===== config.mk =====
export PLATFORM = sky130hd
export DESIGN_NAME = countdown_timer_flat
export DESIGN_NICKNAME = d
export VERILOG_FILES = /design/src/rtl/clock_pkg.sv /design/src/rtl/countdown_timer_if.sv /design/src/rtl/countdown_timer_field_step.sv /design/src/rtl/countdown_timer.sv /design/src/flat_wrapper.sv
export SDC_FILE = /design/constraint.sdc
export NUM_CORES = 1
export LEC_CHECK = 0
export ABC_AREA = 1
export BUFFER_PORTS_ARGS = -buffer_cell sky130_fd_sc_hd__buf_2
export CORE_AREA = 3 3 108 84
export CTS_CLUSTER_SIZE = 8
export DETAILED_ROUTE_END_ITERATION = 12
export DIE_AREA = 0 0 111 87
export GPL_TIMING_DRIVEN = 1
export HOLD_SLACK_MARGIN = 0.06
export PLACE_DENSITY_LB_ADDON = 0.08
export SYNTH_ARGS = -nofsm -noshare
export SYNTH_HDL_FRONTEND = slang
export SYNTH_SLANG_ARGS = --single-unit

===== constraint.sdc =====
create_clock -name clk_1hz -period 3 [get_ports clk_1hz]
set_input_delay 0.15 -clock clk_1hz [delete_from_list [all_inputs] [get_ports clk_1hz]]
set_output_delay 0.15 -clock clk_1hz [all_outputs]
set_load 0.005 [all_outputs]

===== src/rtl/clock_pkg.sv =====
// Shared types and constants for the HH:MM:SS clock/timer blocks.
package clock_pkg;

   typedef enum logic [2:0] {
      CD_IDLE  = 3'd0,
      CD_SET   = 3'd1,
      CD_RUN   = 3'd2,
      CD_PAUSE = 3'd3,
      CD_DONE  = 3'd4
   } cd_state_t;

   localparam logic [7:0] SEC_MAX = 8'd59;
   localparam logic [7:0] MIN_MAX = 8'd59;

   localparam logic [1:0] FIELD_SEC  = 2'd0;
   localparam logic [1:0] FIELD_MIN  = 2'd1;
   localparam logic [1:0] FIELD_HOUR = 2'd2;
   localparam logic [1:0] FIELD_NONE = 2'd3;

   function automatic logic hms_is_zero(input logic [7:0] s, input logic [7:0] m, input logic [7:0] h);
      return (s == 8'd0) && (m == 8'd0) && (h == 8'd0);
   endfunction

endpackage


===== src/rtl/countdown_timer_if.sv =====
// Switch controls in, display/LED values out, for the countdown timer.
interface countdown_timer_if;

   logic       set_en;
   logic [1:0] field_sel;
   logic       inc_btn;
   logic       dec_btn;
   logic       start_btn;
   logic       clear_btn;
   logic [7:0] sec_out;
   logic [7:0] min_out;
   logic [7:0] hour_out;
   logic [2:0] state_out;
   logic       running;
   logic       alarm;

   modport master (
      output set_en, field_sel, inc_btn, dec_btn, start_btn, clear_btn,
      input  sec_out, min_out, hour_out, state_out, running, alarm
   );

   modport slave (
      input  set_en, field_sel, inc_btn, dec_btn, start_btn, clear_btn,
      output sec_out, min_out, hour_out, state_out, running, alarm
   );

endinterface


===== src/rtl/countdown_timer_field_step.sv =====
// time_field_step: wrap-around +1/-1 of one time field; borrow_o flags a field at zero.
module time_field_step
   import clock_pkg::*;
#(
   parameter logic [7:0] MAX = SEC_MAX
) (
   input  logic [7:0] value_i,
   input  logic       inc_i,
   input  logic       dec_i,
   output logic [7:0] value_o,
   output logic       borrow_o
);

   // Simultaneous inc and dec cancel out.
   always_comb begin
      value_o = value_i;
      if (inc_i && !dec_i) begin
         if (value_i >= MAX) value_o = 8'd0;
         else                value_o = value_i + 8'd1;
      end else if (dec_i && !inc_i) begin
         if (value_i == 8'd0) value_o = MAX;
         else                 value_o = value_i - 8'd1;
      end else begin
         value_o = value_i;
      end
   end

   assign borrow_o = (value_i == 8'd0);

endmodule


===== src/rtl/countdown_timer.sv =====
// HH:MM:SS countdown timer on the 1 Hz tick with preset, pause and alarm.
// Optional build macro COUNTDOWN_AUTO_RELOAD_EN: reload preset on expiry instead of entering DONE.
module countdown_timer
   import clock_pkg::*;
#(
   parameter int HOUR_MAX  = 23,
   parameter int DONE_HOLD = 10
) (
   input logic              clk_1hz,
   input logic              rstb,
   countdown_timer_if.slave bus_if
);

   localparam logic [7:0] HOUR_MAX_B = 8'(HOUR_MAX);
   localparam logic [7:0] HOLD_LAST  = 8'(DONE_HOLD - 1);

   cd_state_t  state_q, state_d;
   logic [7:0] sec_q, sec_d, min_q, min_d, hour_q, hour_d;
   logic [7:0] psec_q, psec_d, pmin_q, pmin_d, phour_q, phour_d;
   logic [7:0] hold_q, hold_d;
   logic       running_q, running_d, alarm_q, alarm_d;
   logic [3:0] btn_q, btn_s, ev_s;
   logic       clear_ev_s, start_ev_s, inc_ev_s, dec_ev_s;
   logic [2:0] sel_s;
   logic       edit_s, run_s, value_zero_s;
   logic [7:0] sec_step_s, min_step_s, hour_step_s;
   logic       sec_brw_s, min_brw_s, hour_brw_s;

   assign btn_s        = {bus_if.clear_btn, bus_if.start_btn, bus_if.dec_btn, bus_if.inc_btn};
   assign ev_s         = btn_s & ~btn_q;
   assign clear_ev_s   = ev_s[3];
   assign start_ev_s   = ev_s[2];
   assign dec_ev_s     = ev_s[1];
   assign inc_ev_s     = ev_s[0];
   assign edit_s       = (state_q == CD_SET);
   assign run_s        = (state_q == CD_RUN);
   assign value_zero_s = sec_brw_s & min_brw_s & hour_brw_s;

   always_comb begin
      sel_s = 3'b000;
      case (bus_if.field_sel)
         FIELD_SEC:  sel_s = 3'b001;
         FIELD_MIN:  sel_s = 3'b010;
         FIELD_HOUR: sel_s = 3'b100;
         FIELD_NONE: sel_s = 3'b000;
         default:    sel_s = 3'b000;
      endcase
   end

   // The same steppers serve SET editing and the RUN borrow chain.
   time_field_step #(.MAX(SEC_MAX)) u_sec (
      .value_i  (sec_q),
      .inc_i    (edit_s & sel_s[0] & inc_ev_s),
      .dec_i    ((edit_s & sel_s[0] & dec_ev_s) | run_s),
      .value_o  (sec_step_s),
      .borrow_o (sec_brw_s)
   );

   time_field_step #(.MAX(MIN_MAX)) u_min (
      .value_i  (min_q),
      .inc_i    (edit_s & sel_s[1] & inc_ev_s),
      .dec_i    ((edit_s & sel_s[1] & dec_ev_s) | (run_s & sec_brw_s)),
      .value_o  (min_step_s),
      .borrow_o (min_brw_s)
   );

   time_field_step #(.MAX(HOUR_MAX_B)) u_hour (
      .value_i  (hour_q),
      .inc_i    (edit_s & sel_s[2] & inc_ev_s),
      .dec_i    ((edit_s & sel_s[2] & dec_ev_s) | (run_s & sec_brw_s & min_brw_s)),
      .value_o  (hour_step_s),
      .borrow_o (hour_brw_s)
   );

   always_comb begin
      state_d   = state_q;
      sec_d     = sec_q;
      min_d     = min_q;
      hour_d    = hour_q;
      psec_d    = psec_q;
      pmin_d    = pmin_q;
      phour_d   = phour_q;
      hold_d    = hold_q;
      alarm_d   = 1'b0;
      running_d = 1'b0;
      if (clear_ev_s) begin
         state_d = CD_IDLE;
         sec_d   = 8'd0;
         min_d   = 8'd0;
         hour_d  = 8'd0;
         psec_d  = 8'd0;
         pmin_d  = 8'd0;
         phour_d = 8'd0;
         hold_d  = 8'd0;
      end else begin
         case (state_q)
            CD_IDLE, CD_SET: begin
               if ((state_q == CD_IDLE) && bus_if.set_en) begin
                  state_d = CD_SET;
               end else if ((state_q == CD_SET) && !bus_if.set_en) begin
                  state_d = CD_IDLE;
               end else if (start_ev_s && !value_zero_s) begin
                  psec_d  = sec_q;
                  pmin_d  = min_q;
                  phour_d = hour_q;
                  state_d = CD_RUN;
               end else if (state_q == CD_SET) begin
                  sec_d  = sec_step_s;
                  min_d  = min_step_s;
                  hour_d = hour_step_s;
               end else begin
                  state_d = CD_IDLE;
               end
            end
            CD_RUN: begin
               if (start_ev_s) begin
                  state_d = CD_PAUSE;
               end else if (value_zero_s) begin
                  state_d = CD_IDLE;
               end else if (hms_is_zero(sec_step_s, min_step_s, hour_step_s)) begin
`ifdef COUNTDOWN_AUTO_RELOAD_EN
                  sec_d   = psec_q;
                  min_d   = pmin_q;
                  hour_d  = phour_q;
                  alarm_d = 1'b1;
`else
                  sec_d   = sec_step_s;
                  min_d   = min_step_s;
                  hour_d  = hour_step_s;
                  hold_d  = 8'd0;
                  state_d = CD_DONE;
`endif
               end else begin
                  sec_d  = sec_step_s;
                  min_d  = min_step_s;
                  hour_d = hour_step_s;
               end
            end
            CD_PAUSE: begin
               if (bus_if.set_en)   state_d = CD_SET;
               else if (start_ev_s) state_d = CD_RUN;
               else                 state_d = CD_PAUSE;
            end
            CD_DONE: begin
               if (start_ev_s || inc_ev_s || dec_ev_s || (hold_q == HOLD_LAST)) begin
                  state_d = CD_IDLE;
                  sec_d   = psec_q;
                  min_d   = pmin_q;
                  hour_d  = phour_q;
               end else begin
                  hold_d = hold_q + 8'd1;
               end
            end
            default: begin
               state_d = CD_IDLE;
               hold_d  = 8'd0;
            end
         endcase
      end
      running_d = (state_d == CD_RUN);
      alarm_d   = alarm_d | (state_d == CD_DONE);
   end

   always_ff @(posedge clk_1hz or negedge rstb) begin
      if (!rstb) begin
         state_q   <= CD_IDLE;
         sec_q     <= 8'd0;
         min_q     <= 8'd0;
         hour_q    <= 8'd0;
         psec_q    <= 8'd0;
         pmin_q    <= 8'd0;
         phour_q   <= 8'd0;
         hold_q    <= 8'd0;
         running_q <= 1'b0;
         alarm_q   <= 1'b0;
         btn_q     <= 4'd0;
      end else begin
         state_q   <= state_d;
         sec_q     <= sec_d;
         min_q     <= min_d;
         hour_q    <= hour_d;
         psec_q    <= psec_d;
         pmin_q    <= pmin_d;
         phour_q   <= phour_d;
         hold_q    <= hold_d;
         running_q <= running_d;
         alarm_q   <= alarm_d;
         btn_q     <= btn_s;
      end
   end

   assign bus_if.sec_out   = sec_q;
   assign bus_if.min_out   = min_q;
   assign bus_if.hour_out  = hour_q;
   assign bus_if.state_out = state_q;
   assign bus_if.running   = running_q;
   assign bus_if.alarm     = alarm_q;

endmodule

===== src/flat_wrapper.sv =====
// flat-port wrapper written by rule: the top's interface ports become plain ports
module countdown_timer_flat import clock_pkg::*;
#(
   parameter int HOUR_MAX  = 23,
   parameter int DONE_HOLD = 10
)
  (clk_1hz, rstb, bus_if_set_en, bus_if_field_sel, bus_if_inc_btn, bus_if_dec_btn, bus_if_start_btn, bus_if_clear_btn, bus_if_sec_out, bus_if_min_out, bus_if_hour_out, bus_if_state_out, bus_if_running, bus_if_alarm);
  countdown_timer_if bus_if_i ();
  input logic clk_1hz;
  input logic rstb;
  input wire logic [$bits(bus_if_i.set_en)-1:0] bus_if_set_en;
  input wire logic [$bits(bus_if_i.field_sel)-1:0] bus_if_field_sel;
  input wire logic [$bits(bus_if_i.inc_btn)-1:0] bus_if_inc_btn;
  input wire logic [$bits(bus_if_i.dec_btn)-1:0] bus_if_dec_btn;
  input wire logic [$bits(bus_if_i.start_btn)-1:0] bus_if_start_btn;
  input wire logic [$bits(bus_if_i.clear_btn)-1:0] bus_if_clear_btn;
  output wire logic [$bits(bus_if_i.sec_out)-1:0] bus_if_sec_out;
  output wire logic [$bits(bus_if_i.min_out)-1:0] bus_if_min_out;
  output wire logic [$bits(bus_if_i.hour_out)-1:0] bus_if_hour_out;
  output wire logic [$bits(bus_if_i.state_out)-1:0] bus_if_state_out;
  output wire logic [$bits(bus_if_i.running)-1:0] bus_if_running;
  output wire logic [$bits(bus_if_i.alarm)-1:0] bus_if_alarm;
  assign bus_if_i.set_en = bus_if_set_en;
  assign bus_if_i.field_sel = bus_if_field_sel;
  assign bus_if_i.inc_btn = bus_if_inc_btn;
  assign bus_if_i.dec_btn = bus_if_dec_btn;
  assign bus_if_i.start_btn = bus_if_start_btn;
  assign bus_if_i.clear_btn = bus_if_clear_btn;
  assign bus_if_sec_out = bus_if_i.sec_out;
  assign bus_if_min_out = bus_if_i.min_out;
  assign bus_if_hour_out = bus_if_i.hour_out;
  assign bus_if_state_out = bus_if_i.state_out;
  assign bus_if_running = bus_if_i.running;
  assign bus_if_alarm = bus_if_i.alarm;
  countdown_timer #(.HOUR_MAX(HOUR_MAX), .DONE_HOLD(DONE_HOLD)) u_core (.clk_1hz(clk_1hz), .rstb(rstb), .bus_if(bus_if_i));
endmodule

* Yosys cells after proc, flatten, opt, wreduce, memory -nomap -nowiden
Index checks and enable logic that the tools add are counted.
** Storage, ports and cells
- Word-level logic and storage cells :: 172
- Input port bits :: 9
- Output and inout bits :: 29
- Register bits after elaboration :: 65
** Cells by class
- Reduce and logical (&&, ||, !) cells :: 38
- Order comparisons :: 3
- Add/subtract/negate cells :: 7
- Equality and inequality tests :: 22
- Bitwise gates (word level) :: 18
- Multiplexer cells :: 73
** Operators by type and width (count)
- 2-to-1 mux 8 bit :: 56
- one-hot mux 8 bit (3 select lines) :: 4
- zero test 8 bit :: 6
- adder 8 x 1 -> 8 bit (second input constant) :: 4
- 2-to-1 mux 3 bit :: 10
- one-hot mux 3 bit (4 select lines) :: 2
- subtractor 8 x 1 -> 8 bit (second input constant) :: 3
- inequality test 3 x 2 -> 1 bit (second input constant) :: 7
- greater-or-equal comparator 8 x 6 -> 1 bit (second input constant) :: 2
- bitwise AND 1 bit :: 13
- logical AND 1 bit :: 11
- == test 3 x 2 -> 1 bit (second input constant) :: 3
- == test 8 x 4 -> 1 bit (second input constant) :: 1
- greater-or-equal comparator 8 x 5 -> 1 bit (second input constant) :: 1
- zero test 1 bit :: 8
- AND reduction 8 bit :: 1
- == test 3 bit (second input constant) :: 2
- inequality test 2 x 1 -> 1 bit (second input constant) :: 3
- inequality test 3 x 1 -> 1 bit (second input constant) :: 2
- AND reduction 5 bit :: 1
- bitwise AND 4 bit :: 1
- == test 2 bit (second input constant) :: 2
- NOT 4 bit :: 1
- AND reduction 4 bit :: 1
- other kinds (11) :: 16

* Logic depth before layout (Yosys ltp)
Gate-level depths: netlist of the first run.
- Word-level depth :: 17
- Gate-level depth with buffers :: 22
- Mapped depth without buffers :: 22

* Cells and area by module
From an unflattened synthesis of the first run, not the netlist that was laid out.
** Second synthesis, totals
- Cell total of the unflattened synthesis :: 708
- Area total of the unflattened synthesis :: 4739.5 um^2
** Modules (own cells, without submodules)
- countdown_timer :: sequential area each 1626.6 um^2, area each 3389.5 um^2, cells each 447, times used 1
- time_field_step (u_core.u_sec) :: sequential area each 0.0 um^2, area each 469.2 um^2, cells each 91, times used 1
- time_field_step (u_core.u_hour) :: sequential area each 0.0 um^2, area each 446.7 um^2, cells each 80, times used 1
- time_field_step (u_core.u_min) :: sequential area each 0.0 um^2, area each 434.2 um^2, cells each 90, times used 1

* Worst setup path after synthesis of the first run
Ideal clock, no wire load.
- Path kind :: register -> register
- From :: reg u_core.sec_q[0], in the netlist u_core.bus_if.sec_out[0]
- To :: reg u_core.hold_q[5]
- Buffers on the path :: 1
- Setup slack :: 0.472 ns
- Stages on the path, launching flop included :: 21
- Data required time :: 2.882 ns
- Arrival time :: 2.410 ns
- Cell sequence :: dfrtp_1 > clkinv_1 > ha_1 > nand2_2 > nor2_8 > nand2_2 > nand2_4 > nand2_4 > nand2_1 > nand2_1 > a21oi_1 > nand2_1 > nor2_1 > nand2_1 > nor2_2 > nand2_2 > o21ai_2 > nand2_2 > buf_6 > nand2_2 > o21ai_2
** On the way
- Word-level cells in the longest chain between the ends :: 11
- Elaborated cells on any way between the ends :: 32
- Those cells by class :: add/sub: 2; order compare: 1; eq/ne: 2; mux: 8; bitwise: 6; reduce/logical: 13
** RTL lines
- start, declared :: line countdown_timer.sv:18 : logic [7:0] sec_q, sec_d, min_q, min_d, hour_q, hour_d;
- start signal, assigned :: line countdown_timer.sv:167 : sec_q <= 8'd0;
- start signal, assigned :: line countdown_timer.sv:179 : sec_q <= sec_d;
- parallel branches: the longest is 10 deep, another holds subtractor 8 x 1 -> 8 bit
- AND reduction 5 bit (no line) *
- end signal, assigned :: line countdown_timer.sv:185 : hold_q <= hold_d;
- end, declared :: line countdown_timer.sv:20 : logic [7:0] hold_q, hold_d;
Mark *: on every way between the ends.
A chain may end at the register's enable or synchronous reset.

* Worst setup path after layout of the first run
- From :: reg u_core.sec_q[1], in the netlist u_core.bus_if.sec_out[1]
- To :: reg u_core.hold_q[1]
Same word-level chain as after synthesis.

==> results of run 1 <==
==> critical path: stages (launching register included) <==
cell	delay, ns
dfrtp_2	0.45
inv_2	0.10
ha_1	0.21
nand2_2	0.12
nor2_8	0.19
nand2_2	0.11
nand2_4	0.13
nand2_4	0.10
nand2_1	0.08
nand2_1	0.07
a21oi_2	0.16
nand2_1	0.09
nor2_1	0.14
nand2_1	0.10
nor2_2	0.12
nand2_2	0.10
o21ai_4	0.21
nand2_4	0.13
nand2_1	0.11
o21ai_2	0.06
==> layout by cell type, fill, tap and decap left out, drive strengths merged <==
cell type	instances
a21boi	1
a21oi	21
buf	60
bufinv	1
clkbuf	13
clkinv	2
clkinvlp	1
dfrtp	65
dlygate4sd3	5
ha	9
inv	82
nand2	168
nand3	82
nand3b	2
nand4	17
nor2	89
nor3	14
nor4	2
o2111ai	1
o211ai	14
o21ai	61
o21bai	1
o22ai	15
o31ai	1
o41ai	1
or2	3
xnor2	3
xor2	5
==> logic make-up (layout without fill, tap and decap cells) <==
family          count (synthesis)  count (layout)  share of synthesized area, %
compound gates                116             116                          14.3
fa+ha+maj                       9               9                          2.32
buf+inv                       111             164                          10.1
simple gates                  376             377                          38.3
flops                          65              65                          33.5
xor+xnor                        8               8                          1.44
==> final cells by class <==
type / instances / area, um^2
multi-input cells: 510 / 2770
fillers: 716 / 2500
flip-flops and latches: 65 / 1630
repair buffers: 65 / 408
inverters: 84 / 318
clock buffers: 13 / 159
well taps: 105 / 131
clock inverters: 2 / 37.5
==> power by group through the flow <==
stage          clock network [uW]  logic (uW)  registers (uW)
3_5_place_dp                    0        3120            1300
4_1_cts                       787        3150            1290
3_3_place_gp                    0        3090            1300
5_1_grt                       823        3570            1330
2_1_floorplan                   0        2360            1240
6_report                      778        3250            1300
==> worst max-delay path by stage <==
stage / start / end / cells past startpoint
6_report: u_core.bus_if.sec_out[1] / u_core.hold_q[1] / 19
5_1_grt: u_core.bus_if.sec_out[1] / u_core.hold_q[1] / 19
4_1_cts: u_core.bus_if.sec_out[1] / u_core.hold_q[1] / 19
3_5_place_dp: u_core.bus_if.sec_out[1] / u_core.hold_q[1] / 19
3_3_place_gp: u_core.bus_if.sec_out[1] / u_core.hold_q[3] / 19
2_1_floorplan: u_core.bus_if.sec_out[0] / u_core.hold_q[5] / 20
==> what timing repair did <==
action,4_1_cts,5_1_grt
setup endpoints to repair,8,8
gates resized for setup,1,6
endpoints found under the hold margin,69,0
buffers inserted,0,3
pin swaps,0,1
hold buffers,5,0
gates cloned,0,1
==> layer usage <==
metal	track usage, %	vias to the layer above	part of all wire (%)
met1	40.7	2293	47
met4	10.7	0	1.8
met2	43.6	213	44
li1	-	2363	-
met5	0	-	0
met3	4.51	27	8.0
==> Yosys cell counts <==
master     count
o21ai_2        9
buf_2          4
xnor2_1        3
nor4_1         2
clkbuf_1      14
nand4_1       16
nor2_2         6
nor3_1        12
o2111ai_1      1
nand2_4        6
a21boi_1       1
inv_4          1
nand3b_1       2
o211ai_1      14
inv_2          7
o31ai_1        1
nand2_2       15
a21oi_1       19
o21bai_2       1
nand2_1      146
clkbuf_8       1
or2_2          3
dfrtp_1       65
nand3_4        4
o22ai_1       15
inv_1         74
a21oi_2        2
clkinv_1       2
nor2_8         3
nand4_4        1
ha_1           9
o21ai_1        4
nor2_1        74
o21ai_0       48
xor2_1         5
nor3_2         2
nor2_4         6
o41ai_1        1
nand3_1       78
clkbuf_4       1
buf_6          7
==> per-stage QoR <==
step	utilization [%]	setup WS (ns)
after detailed placement	64.7	-0.0381
after CTS	67.9	0.0396
after global routing	68.5	-0.0280
after global placement	64.7	0.0719
final	68.5	0.104
after floorplan	-	0.472
==> state kept, by name (all words and copies together) (netlist names) <==
signal,cells
u_core.bus_if.hour_out,8
u_core.bus_if.alarm,1
u_core.phour_q,8
u_core.bus_if.sec_out,8
u_core.hold_q,8
u_core.psec_q,8
u_core.bus_if.min_out,8
u_core.btn_q,4
u_core.bus_if.state_out,3
u_core.pmin_q,8
u_core.bus_if.running,1
==> run metrics, run 1 <==
status=complete, no violations; drt drc=0; sw power=2720 uW; Starting Density=61.0%; clock root cell=clkbuf_8; Pwr Density=977 nW/um^2; CP endpoint kind=flop; DRT antenna net count=0; Yosys cell types=41; Total Power Consumption=5320 uW; Clock Skew=0.0164 ns; Layout Nets=753; Final Max Tran Viols=0; drt total wl=13.7 mm; vias per inst=5.80; HPWL Detailed=9.58 mm; #FFs+latches synth=65; Yosys top cell by area=dfrtp_1; die width=111 um; Clk Latency, worst-skew pair=0.36 ns; Post-Synthesis Cells=685; n_diodes=0; Post-Layout Cell Count=844; placed inst area=5150 um^2; layout cells sized above 1=19.5%; kind of critical path=reg -> reg; Mapped Area=4850 um^2; quantity of I/O buffers inserted on ports=37; worst r2r src=u_core.bus_if.sec_out[1]; Max Root-Sink Buffers=2; die height=87 um; Worst-Margin Slew=0.839 ns; number of global-route vias before repair=4531; Worst EP arrival=3.13 ns; Syn Area/Cell=7.09 um^2; total gr overflow=0; post-route cell area=5450 um^2; core box area=7950 um^2; R2R Path End=u_core.hold_q[1]; Max Clk Rate=345 MHz; Final min period=2.90 ns; max cap viols=0; first-pass GRT wire length=22.3 mm; 1st-iter DRT viols=481; Clk pwr share=14.6%; via count=4896; largest net degree at the start of global routing=66; initial antenna violation count=0; Reg power frac=24.4%; Num CTS Buffers=9; critical path data required time=3.24 ns; row count=28; Logic pwr share=61.0%; worst min path class=in -> reg; Worst Hold End=u_core.bus_if.state_out[1]; R2R depth=19; endpoints failing setup=0; die area=9660 um^2; Reg clk slew, reported paths=0.07 ns; worst relative slew slack=44.1%; clk sink count=65; Ys Warns=0; synth-to-layout area growth=12.3%; total iterations of the first detailed-routing run=5; Hold Fails Final Rpt=0; sw frac=51.0%; placed instance count=820; final cycle utilization of the critical path=96.5%; worst hold path startpoint=bus_if_set_en; sequential fraction of the synthesis area=33.5%; CTS tree=built; Synth area leaders=dfrtp_1, nand2_1, nand3_1, inv_1, nor2_1; crit-path max FO=8; worst vdd ir=602 uV; hold slack=0.251 ns; WHS Path Cells=6; CP startpoint kind=flop; global-route usage over all layers=28.4%; GP Congestion=0.992; Total Neg Setup Slack=0 ns; Synthesized Nets=703; H-tree depth=3; cell-internal power=2610 uW; share of the synthesized area in the top cell type=33.5%; DR WL/cell=16.2 um; Pleak=0.00276 uW; R2R setup slack=0.10 ns; Ports=38
No activity file was read; power rests on OpenSTA's default activity.
==> run 2: changes to the inputs <==
--- a/config.mk
+++ b/config.mk
@@ -7,10 +7,10 @@
 export LEC_CHECK = 0
 export ABC_AREA = 1
 export BUFFER_PORTS_ARGS = -buffer_cell sky130_fd_sc_hd__buf_2
-export CORE_AREA = 3 3 108 84
+export CORE_AREA = 3 3 104 81
 export CTS_CLUSTER_SIZE = 8
 export DETAILED_ROUTE_END_ITERATION = 12
-export DIE_AREA = 0 0 111 87
+export DIE_AREA = 0 0 107 84
 export GPL_TIMING_DRIVEN = 1
 export HOLD_SLACK_MARGIN = 0.06
 export PLACE_DENSITY_LB_ADDON = 0.08
==> constraint.sdc (replaced) <==
create_clock -name clk_1hz -period 3.5 [get_ports clk_1hz]
set_input_delay 0.175 -clock clk_1hz [delete_from_list [all_inputs] [get_ports clk_1hz]]
set_output_delay 0.175 -clock clk_1hz [all_outputs]
set_load 0.005 [all_outputs]
==> run metrics, run 2 (synthesis gave the netlist of run 1 again) <==
status=complete, no violations (unchanged); Total Neg Setup Slack=0 ns (unchanged); Final Max Tran Viols=0 (unchanged); core box area=7400 um^2 (was 7950 um^2); DRT antenna net count=0 (unchanged); CTS tree=built (unchanged); Worst EP arrival=3.34 ns (was 3.13 ns); Starting Density=65.6% (was 61.0%); Clk pwr share=13.0% (was 14.6%); die width=107 um (was 111 um); die area=8990 um^2 (was 9660 um^2); commonest non-fill, non-tap cell in the layout=nand2_1 (unchanged); Max Clk Rate=321 MHz (was 345 MHz); 1st-iter DRT viols=404 (was 481); worst min path class=in -> reg (unchanged); Pleak=0.00267 uW (was 0.00276 uW); clk sink count=65 (unchanged); Reg clk slew, reported paths=0.08 ns (was 0.07 ns); H-tree depth=3 (unchanged); Num CTS Buffers=9 (unchanged); die height=84 um (was 87 um); post-CTS sizing=0 (was 1); Final min period=3.12 ns (was 2.90 ns); row count=27 (was 28); vias per inst=5.89 (was 5.80); CP startpoint kind=flop (unchanged); Ports=38 (unchanged); worst hold path startpoint=bus_if_set_en (unchanged); crit-path max FO=16 (was 8); CP endpoint kind=flop (unchanged); most frequent cells in the layout=nand2_1, nand3_1, nor2_1, inv_1, dfrtp_1 (unchanged); Worst-Margin Slew=1.02 ns (was 0.839 ns); Hold Fails Final Rpt=0 (unchanged); synth-to-layout area growth=8.66% (was 12.3%); final cycle utilization of the critical path=89.1% (was 96.5%); worst r2r src=u_core.bus_if.sec_out[1] (unchanged); GP Congestion=0.985 (was 0.992); n_diodes=0 (unchanged); initial antenna violation count=0 (unchanged); Crit. Startpoint=u_core.bus_if.sec_out[1] (unchanged); RSZ-0062 raised after global routing=no; sw power=2340 uW (was 2720 uW); clock root cell=clkbuf_8 (unchanged); via count=4860 (was 4896); Reg power frac=25.6% (was 24.4%); Clock Skew=0.00757 ns (was 0.0164 ns); total iterations of the first detailed-routing run=6 (was 5); first-pass GRT wire length=22.1 mm (was 22.3 mm); Max Root-Sink Buffers=2 (unchanged); Fillers=600 (was 716); global-route usage over all layers=30.5% (was 28.4%); Logic pwr share=61.5% (was 61.0%); Core Util, Final=71.3% (was 68.5%); endpoints failing setup=0 (unchanged); largest net degree at the start of global routing=44 (was 66); number of global-route vias before repair=4522 (was 4531); HPWL Detailed=9.14 mm (was 9.58 mm); cell-internal power=2060 uW (was 2610 uW); critical path data required time=3.73 ns (was 3.24 ns); worst vdd ir=561 uV (was 602 uV); DR WL/cell=16.2 um (about the same); R2R setup slack=0.38 ns (was 0.10 ns); Layout Nets=737 (was 753); Pwr Density=833 nW/um^2 (was 977 nW/um^2); sw frac=53.2% (was 51.0%); multi-input combinational cell area=2740 um^2 (was 2770 um^2); max cap viols=0 (unchanged); kind of critical path=reg -> reg (unchanged); quantity of I/O buffers inserted on ports=37 (unchanged); layout cells sized above 1=17.5% (was 19.5%); worst relative slew slack=32.2% (was 44.1%); drt drc=0 (unchanged); Clk Latency, worst-skew pair=0.35 ns (was 0.36 ns); total gr overflow=0 (unchanged); drt total wl=13.4 mm (was 13.7 mm); register cell area after layout=1630 um^2 (about the same); Total Power Consumption=4390 uW (was 5320 uW)
-- run 2: cell types whose count changed in the layout (fill, tap and decap cells not counted), sizes merged --
cell / previous run / this run
clkinvlp: 1 / 2
clkinv: 2 / 7
bufinv: 1 / 0
clkbuf: 13 / 9
nand2: 168 / 167
buf: 60 / 45
-- run 2: layout make-up --
| class | count | area share, % |
|---|---|---|
| multi-input combinational | 509 | 51.9 |
| sequential | 65 | 30.8 |
| inverter | 84 | 6.02 |
| timing repair buffer | 50 | 5.60 |
| tap | 101 | 2.40 |
| clock buffer | 9 | 2.35 |
| clock inverter | 7 | 0.901 |
-- run 2: worst max-delay path, cell delays in order (launching register included) --
cell,delay (ns)
dfrtp_1,0.46
inv_1,0.16
ha_1,0.31
nand2_2,0.14
nor2_8,0.17
nand2_2,0.11
nand2_4,0.14
nand2_4,0.09
nand2_1,0.07
nand2_1,0.06
a21oi_1,0.18
nand2_1,0.07
nor2_1,0.11
nand2_1,0.10
nor2_2,0.12
nand2_2,0.08
o21ai_2,0.12
nand2_2,0.24
nand2_1,0.18
o21ai_2,0.06
-- run 2: what timing repair did --
item,in CTS,in global routing
endpoints found under the hold margin,46,0
hold buffers,5,0
setup buffers,0,0
-- run 2: final timing paths --
kind | end | cells after the start
max | u_core.hold_q[2] | 19
min | u_core.bus_if.state_out[0] | 5
max reg2reg | u_core.hold_q[2] | 19
min reg2reg | u_core.hold_q[4] | 2
max in group asynchronous | u_core.bus_if.alarm | 3
min in group asynchronous | u_core.phour_q[5] | 2
-- run 2: routing by layer --
| metal | track usage, % | share of wire (%) | vias to the layer above |
|---|---|---|---|
| met3 | 6.11 | 9.2 | 33 |
| li1 | - | - | 2336 |
| met2 | 46.0 | 45 | 232 |
| met1 | 43.8 | 44 | 2259 |
| met4 | 9.64 | 1.9 | 0 |
| met5 | 0 | 0 | - |
-- run 2: metrics by stage --
| step | cells | hold WS [ns] | instance area [um^2] | setup WS (ns) |
|---|---|---|---|---|
| floorplan | 685 | -0.121 | 4850 | 0.972 |
| global placement | 804 | 0.297 | 5050 | 0.559 |
| detailed placement | 804 | 0.297 | 5050 | 0.437 |
| CTS | 825 | 0.269 | 5280 | 0.398 |
| global route | 825 | 0.323 | 5280 | 0.124 |
| finish | 825 | 0.292 | 5280 | 0.381 |
-- run 2: power groups by stage --
stage	combinational, uW	sequential (uW)	clock, uW
final	2700	1120	570
after global routing	2970	1150	626
after CTS	2640	1120	584
after detailed placement	2610	1130	0
after global placement	2560	1120	0
after floorplan	2020	1060	0
